### src/rtl/bin_to_bcd_sequencer_if.sv
// Handshake and data bundle between a binary source and the BCD sequencer.
// master drives the operand and start strobe; slave returns status and result.
interface bin_to_bcd_sequencer_if #(
    parameter int unsigned BIN_W  = 14,
    parameter int unsigned DIGITS = 4
);
    logic [BIN_W-1:0]    bin_in;
    logic                start;
    logic                busy;
    logic                done;
    logic [4*DIGITS-1:0] bcd_out;
    logic                overflow;

    modport master (
        output bin_in,
        output start,
        input  busy,
        input  done,
        input  bcd_out,
        input  overflow
    );

    modport slave (
        input  bin_in,
        input  start,
        output busy,
        output done,
        output bcd_out,
        output overflow
    );
endinterface

### src/rtl/bin_to_bcd_sequencer.sv
// Iterative binary-to-packed-BCD converter (double dabble, one bit every two
// cycles) feeding a 4-digit seven-segment display. The result register only
// changes on the done edge, so downstream logic never sees partial values.
// Inputs above MAX_VAL saturate to all-9 digits and raise overflow.
//
// Optional build macro AUTO_CONVERT_EN: when defined, an idle block starts a
// conversion by itself whenever bin_in differs from the last accepted value.
module bin_to_bcd_sequencer #(
    parameter int unsigned BIN_W   = 14,
    parameter int unsigned DIGITS  = 4,
    parameter int unsigned MAX_VAL = 9999
) (
    input  logic                  clk,
    input  logic                  reset,
    bin_to_bcd_sequencer_if.slave bus
);
    localparam int unsigned BCD_W = 4 * DIGITS;
    localparam int unsigned CNT_W = $clog2(BIN_W + 1);
    localparam logic [BCD_W-1:0] SAT_VAL = {DIGITS{4'h9}};

    typedef enum logic [1:0] {
        StIdle,
        StAdjust,
        StShift,
        StFinish
    } state_e;

    state_e            state;
    logic [BIN_W-1:0]  shreg;
    logic [BCD_W-1:0]  scratch;
    logic [CNT_W-1:0]  cnt;
    logic              ovf_pend;
    logic              busy;
    logic              done;
    logic [BCD_W-1:0]  bcd;
    logic              overflow;
    logic              accept;
    logic              over_max;

    // Add 3 to every nibble that is 5 or more; nibbles never carry into each other.
    function automatic logic [BCD_W-1:0] add3(input logic [BCD_W-1:0] v);
        logic [BCD_W-1:0] r;
        r = v;
        for (int i = 0; i < int'(DIGITS); i++) begin
            if (v[4*i +: 4] >= 4'd5) begin
                r[4*i +: 4] = v[4*i +: 4] + 4'd3;
            end
        end
        return r;
    endfunction

    assign over_max = 32'(bus.bin_in) > MAX_VAL;

`ifdef AUTO_CONVERT_EN
    logic [BIN_W-1:0] last_bin;

    // An idle block treats a changed operand exactly like an explicit start.
    assign accept = bus.start || (bus.bin_in != last_bin);

    // Remember the operand taken at each accept edge.
    always_ff @(posedge clk) begin
        if (reset) begin
            last_bin <= '0;
        end else if (state == StIdle && accept) begin
            last_bin <= bus.bin_in;
        end
    end
`else
    assign accept = bus.start;
`endif

    // Conversion sequencer with registered status and result outputs.
    always_ff @(posedge clk) begin
        if (reset) begin
            state    <= StIdle;
            shreg    <= '0;
            scratch  <= '0;
            cnt      <= '0;
            ovf_pend <= 1'b0;
            busy     <= 1'b0;
            done     <= 1'b0;
            bcd      <= '0;
            overflow <= 1'b0;
        end else begin
            done <= 1'b0;
            unique case (state)
                StIdle: begin
                    if (accept) begin
                        shreg    <= bus.bin_in;
                        scratch  <= '0;
                        cnt      <= CNT_W'(BIN_W);
                        ovf_pend <= over_max;
                        busy     <= 1'b1;
                        state    <= StAdjust;
                    end
                end
                StAdjust: begin
                    scratch <= add3(scratch);
                    state   <= StShift;
                end
                StShift: begin
                    scratch <= {scratch[BCD_W-2:0], shreg[BIN_W-1]};
                    shreg   <= shreg << 1;
                    cnt     <= cnt - 1'b1;
                    if (cnt == CNT_W'(1)) begin
                        // busy drops entering FINISH so it never overlaps done.
                        busy  <= 1'b0;
                        state <= StFinish;
                    end else begin
                        state <= StAdjust;
                    end
                end
                StFinish: begin
                    bcd      <= ovf_pend ? SAT_VAL : scratch;
                    overflow <= ovf_pend;
                    done     <= 1'b1;
                    state    <= StIdle;
                end
                default: state <= StIdle;
            endcase
        end
    end

    assign bus.busy     = busy;
    assign bus.done     = done;
    assign bus.bcd_out  = bcd;
    assign bus.overflow = overflow;
endmodule
### src/flat_wrapper.sv
// flat-port wrapper written by rule: the top's interface ports become plain ports
module bin_to_bcd_sequencer_flat 
#(
    parameter int unsigned BIN_W   = 14,
    parameter int unsigned DIGITS  = 4,
    parameter int unsigned MAX_VAL = 9999
)
  (clk, reset, bus_bin_in, bus_start, bus_busy, bus_done, bus_bcd_out, bus_overflow);
  bin_to_bcd_sequencer_if #(.BIN_W(BIN_W), .DIGITS(DIGITS)) bus_i ();
  input  logic clk;
  input  logic reset;
  input wire logic [$bits(bus_i.bin_in)-1:0] bus_bin_in;
  input wire logic [$bits(bus_i.start)-1:0] bus_start;
  output wire logic [$bits(bus_i.busy)-1:0] bus_busy;
  output wire logic [$bits(bus_i.done)-1:0] bus_done;
  output wire logic [$bits(bus_i.bcd_out)-1:0] bus_bcd_out;
  output wire logic [$bits(bus_i.overflow)-1:0] bus_overflow;
  assign bus_i.bin_in = bus_bin_in;
  assign bus_i.start = bus_start;
  assign bus_busy = bus_i.busy;
  assign bus_done = bus_i.done;
  assign bus_bcd_out = bus_i.bcd_out;
  assign bus_overflow = bus_i.overflow;
  bin_to_bcd_sequencer #(.BIN_W(BIN_W), .DIGITS(DIGITS), .MAX_VAL(MAX_VAL)) u_core (.clk(clk), .reset(reset), .bus(bus_i));
endmodule
### config.mk
export PLATFORM = sky130hd
export DESIGN_NAME = bin_to_bcd_sequencer_flat
export DESIGN_NICKNAME = d
export VERILOG_FILES = /design/src/rtl/bin_to_bcd_sequencer_if.sv /design/src/rtl/bin_to_bcd_sequencer.sv /design/src/flat_wrapper.sv
export SDC_FILE = /design/constraint.sdc
export NUM_CORES = 1
export LEC_CHECK = 0
export CAP_MARGIN = 40
export CORE_UTILIZATION = 50
export CTS_CLUSTER_DIAMETER = 60
export DETAILED_ROUTE_END_ITERATION = 12
export DONT_BUFFER_PORTS = 1
export SLEW_MARGIN = 40
export SYNTH_ARGS = -nofsm -noshare
export SYNTH_HDL_FRONTEND = slang
export SYNTH_SLANG_ARGS = --single-unit
### constraint.sdc
create_clock -name clk -period 1.9 [get_ports clk]
set_input_delay 0.38 -clock clk [delete_from_list [all_inputs] [get_ports clk]]
set_output_delay 0.38 -clock clk [all_outputs]
set_load 0.05 [all_outputs]
Yosys cells after proc, flatten, opt, wreduce, memory -nomap -nowiden
Cells that the tools add are included.
- bits in registers: 56
- latch bits: 0
- bits in read-only memories: 0
- output and inout bits: 19
- word-level logic and storage cells: 60
- bits of input ports: 17
- memories: 0
- RAM bits: 0
- equal/unequal tests: 10
- order comparisons: 5
- multipliers: 0
- reduce and logical (&&, ||, !) cells: 10
- bitwise gates (word level): 0
- shift operators: 0
- mux-type cells: 18
- add/sub/neg operators: 5
- div/mod/pow operators: 0
- operators by type and width (cell ; count):
    $pmux 16 s3 ; 1
    $mux 16 ; 2
    $pmux 14 s2 ; 1
    $mux 4 ; 5
    $add 4x2->4 const B ; 4
    $ge 4x3->1 const B ; 4
    $reduce_and 3->1 ; 5
    $gt 14x14->1 const B ; 1
    $mux 14 ; 1
    $ne 2x1->1 const B ; 5
    $pmux 2 s4 ; 1
    $pmux 4 s2 ; 1
    $eq 2x2->1 const B ; 2
    $eq 4x1->1 const B ; 1
    $mux 2 ; 2
    $reduce_and 2->1 ; 2
    $sub 4x1->4 const B ; 1
    $mux 1 ; 3
    $reduce_bool 3->1 ; 1
    $eq 2x1->1 const B ; 1
    $logic_not 2->1 ; 1
    $ne 2x2->1 const B ; 1
    $pmux 1 s2 ; 1
    $reduce_bool 2->1 ; 1

Logic depth before layout (Yosys ltp)
- depth after elaboration: 3
- mapped depth: 8
- gate-level depth less buffers: 6

Worst setup path after synthesis
No wires, ideal clock.
- path kind: register to register
- start point: register u_core.state[0]
- end point: register u_core.scratch[9]
- cell stages (with the launch flop): 8
- setup time: 70 ps
- data arrival time: 1558 ps
- period minus slack after synthesis: 1627 ps
- required time: 1830 ps
- slack: 273 ps
- buffers on the path: 1
- cell sequence: dfxtp_1 > inv_1 > ha_1 > nand2b_2 > buf_6 > nand2b_4 > or4b_1 > a21oi_1
- longest elaborated chain between the ends: 3
- elaborated cells on any way between the ends: 8
- those cells by class: eq/ne: 4; mux: 1; reduce/logical: 3
- RTL lines (what ; line ; text):
    from (decl) ; bin_to_bcd_sequencer.sv:28 ; state_e state;
    from (signal assigned) ; bin_to_bcd_sequencer.sv:75 ; state <= StIdle;
    from (signal assigned) ; bin_to_bcd_sequencer.sv:94 ; state <= StAdjust;
    from (signal assigned) ; bin_to_bcd_sequencer.sv:99 ; state <= StShift;
    $eq 2x1->1 (tied with other cells) ; bin_to_bcd_sequencer.sv:86 ; unique case (state)
    $ne 2x1->1 (no line) (tied with other cells) ; n/a ;
    $reduce_and 3->1 (no line) ; n/a ;
    to (signal assigned) ; bin_to_bcd_sequencer.sv:98 ; scratch <= add3(scratch);
    to (signal assigned) ; bin_to_bcd_sequencer.sv:102 ; scratch <= {scratch[BCD_W-2:0], shreg[BIN_W-1]};
    to (decl) ; bin_to_bcd_sequencer.sv:30 ; logic [BCD_W-1:0] scratch;
Several ways; a longest one is shown, not always the timed one.
A chain may end at the register's enable or synchronous reset.

Final worst setup path
- start point: register u_core.state[1]
- end point: register u_core.scratch[6]
The elaborated chain is that of the path after synthesis.

==> out/metrics.csv <==
stage,metric,value,unit
cts,cts_root_buffer,clkbuf_8,
timing,period_needed,1771,ps
pwr,leakage,1.003,nW
timing,tns,0,ps
outcome,status,finished clean,
synth,async_flop_share,0,
layout,area_growth,6.100,%
grt,grt_max_degree,58,
cts,clock_path_buffers,2,
cts,post_cts_buffers,0,
timing,finalSetupViolCount,0,
floorplanning,rows,27,
synth,yosysMostFrequentCell,dfxtp_1,
cts,cts_buffers,5,
synth,syn-num-nets,371,
pwr,power_density,931.1,mW/mm^2
drt,wl_per_cell,15.27,um
synth,yosys.area_share.xor_xnor,0.01220,
cts,cts_tree,done,
synth,synthSimpleGateAreaFrac,0.2166,
synth,synth_mux_area_frac,0.04880,
synth,yosys.area_share.adder,0.06536,
critical_path,r2r_start,u_core.state[1]$_SDFFE_PP0P_,
synth,synth_seq_cells,56,
synth,yosysWarnings,0,
critical_path,startpoint,u_core.state[1]$_SDFFE_PP0P_,
drt,final_antenna_net_count,0,
pwr,power,0.002837,W
placed_design,gp_congestion,0.8257,
grt,grt_first_pass_wirelength,10.59,mm
grt,overflow,0,
cts,cts.sinks,56,
synth,synth_edf_count,0,
critical_path,crit_type,flop to flop,
cts,insertion_delay,310,ps
drt,drc,0,
floorplanning,pin_count,36,
grt,antenna_found_initial,0,
floorplanning,initial_core_util,0.5215,
layout,n_antenna_cell,0,
cts,cts_hold_buf,0,
timing,maxSlewViolCount,0,
timing,rsz0062_at_grt,false,
cts,cts_max_level,2,
drt,drt_wl_total,6.199,mm
synth,synth_area_leaders,"dfxtp_1 39%, ha_1 6.5%, a211oi_1 6.3%, nor2_1 5.8%, o21ai_0 5.6%",
synth,synth_top_area_frac,0.3904,
timing,whs,119.6,ps
grt,grt_pass1_vias,2197,
drt,firstDrtPassIters,4,
grt,grt_usage,0.2168,
layout,drive_gt1_frac,0.07784,
drt,num_vias,2330,
timing,clock_skew,5.810,ps
timing,period_share,0.9321,
synth,synth_compound_area_frac,0.2092,
synth,netlist_instances,339,
synth,synth_top_family_by_area,simple AND/OR/NAND/NOR gates,
timing,fmax,0.5647,GHz
critical_path,cp.required,2150,ps
timing,finalHoldViolCount,0,
floorplanning,core-area,0.005507,mm^2
synth,yosysSeqAreaShare,0.3904,
layout,filler_cell_count,529,
synth,synth.distinct_cells,35,
hold_path,min_path_cells,1,
pwr,peakVddDrop,0.4480,mV
critical_path,cp.arrival,2020,ps
drt,viasPerCell,5.739,
critical_path,cp_max_fo,7,
hold_path,hold_class,input pin to flop,
synth,syn_area,0.002872,mm^2
timing,worstMarginPinSlew,570.0,ps
critical_path,start_kind,flop,
hold_path,hp-start,reset,
floorplanning,die_h,77.78,um
synth,netlist_top_cells_count,"56 x dfxtp_1, 44 x nor2_1, 32 x o21ai_0",
floorplanning,die-area,0.006050,mm^2
layout,nets,365,
synth,yosysTopAreaCell,dfxtp_1,
cts,cts_resized,0,
timing,relSlewSlack,0.6195,
synth,avgSynthCellArea,8.471,um^2
placed_design,portBuffers,0,
critical_path,crit_path_end_kind,flop,
placed_design,dp_hpwl,4.073,mm
run,cap_violations,0,
synth,synth_flop_cell,dfxtp_1,
floorplanning,die_width,77.78,um
cts,clkTransAtPathRegs,100,ps
critical_path,reg2reg_depth,7,
drt,drt_iter0_markers,113,
[final timing paths]
kind	end	slack [ps]
worst max register to register	u_core.scratch[6]$_SDFFE_PP0P_	130
worst min-delay path	u_core.scratch[9]$_SDFFE_PP0P_	120
worst min register to register	u_core.shreg[8]$_SDFFE_PP0P_	500
worst max-delay path	u_core.scratch[6]$_SDFFE_PP0P_	130
[cells by family after synthesis]
family          after synthesis
flops                        56
xor+xnor                      4
fa+ha+maj                    15
mux                          14
buf+inv                      37
simple gates                114
compound gates               99
[placed cells by master, fill, tap and decap left out, types with 5 or more instances in the layout]
cell / instances
clkbuf_8: 5
nand2b_1: 16
ha_1: 15
dfxtp_1: 56
nand3b_1: 13
nand3_1: 5
nand4b_1: 11
a211oi_1: 24
a21oi_1: 26
buf_4: 10
inv_1: 12
nand2_1: 15
mux2i_1: 14
nor2_1: 43
o21ai_0: 32
[area by class of cell]
type                       count  area, um^2  area share
sequential                    56        1121      0.3680
multi-input combinational    246        1600      0.5253
clock buffer                   5       68.82     0.02259
tap                           72       90.09     0.02957
inverter                      13       48.80     0.01602
timing repair buffer          11       95.09     0.03121
clock inverter                 3       22.52    0.007392
[flip-flops by register name (all words and copies together), names as in the netlist]
| signal | count |
|---|---|
| u_core.bus.bcd_out | 16 |
| u_core.bus.busy | 1 |
| u_core.bus.done | 1 |
| u_core.bus.overflow | 1 |
| u_core.cnt | 4 |
| u_core.ovf_pend | 1 |
| u_core.scratch | 16 |
| u_core.shreg | 14 |
| u_core.state | 2 |
[power breakdown]
part	switching [W]	internal (W)
clock	0.000410	0.000265
sequential	0.000145	0.00129
combinational	0.000421	0.000306
total	0.000977	0.00186
[metal layers]
metal / vias up / global-route usage / share of wire
li1: 1189 / - / -
met1: 1089 / 0.2761 / 0.48
met2: 45 / 0.3664 / 0.48
met3: 7 / 0.04824 / 0.034
met4: 0 / 0.05849 / 0.010
met5: - / 0 / 0
[through the flow]
| stage | setup slack, ps | utilization | instance area (um^2) | cells |
|---|---|---|---|---|
| after floorplan | 272.6 | - | 2872 | 339 |
| after global placement | 191.7 | 0.5344 | 2943 | 398 |
| after detailed placement | 152.1 | 0.5344 | 2943 | 398 |
| after CTS | 127.0 | 0.5510 | 3034 | 406 |
| after global routing | 11.09 | 0.5533 | 3047 | 406 |
| final | 129.0 | 0.5533 | 3047 | 406 |
[critical path, stage by stage, from the launching register on]
cell	delay (ps)
dfxtp_1	340
inv_1	120
ha_1	340
buf_4	200
nand2b_1	70
a21oi_1	360
o21ai_0	140
a21oi_1	150
No activity file was read; power rests on OpenSTA's default activity.
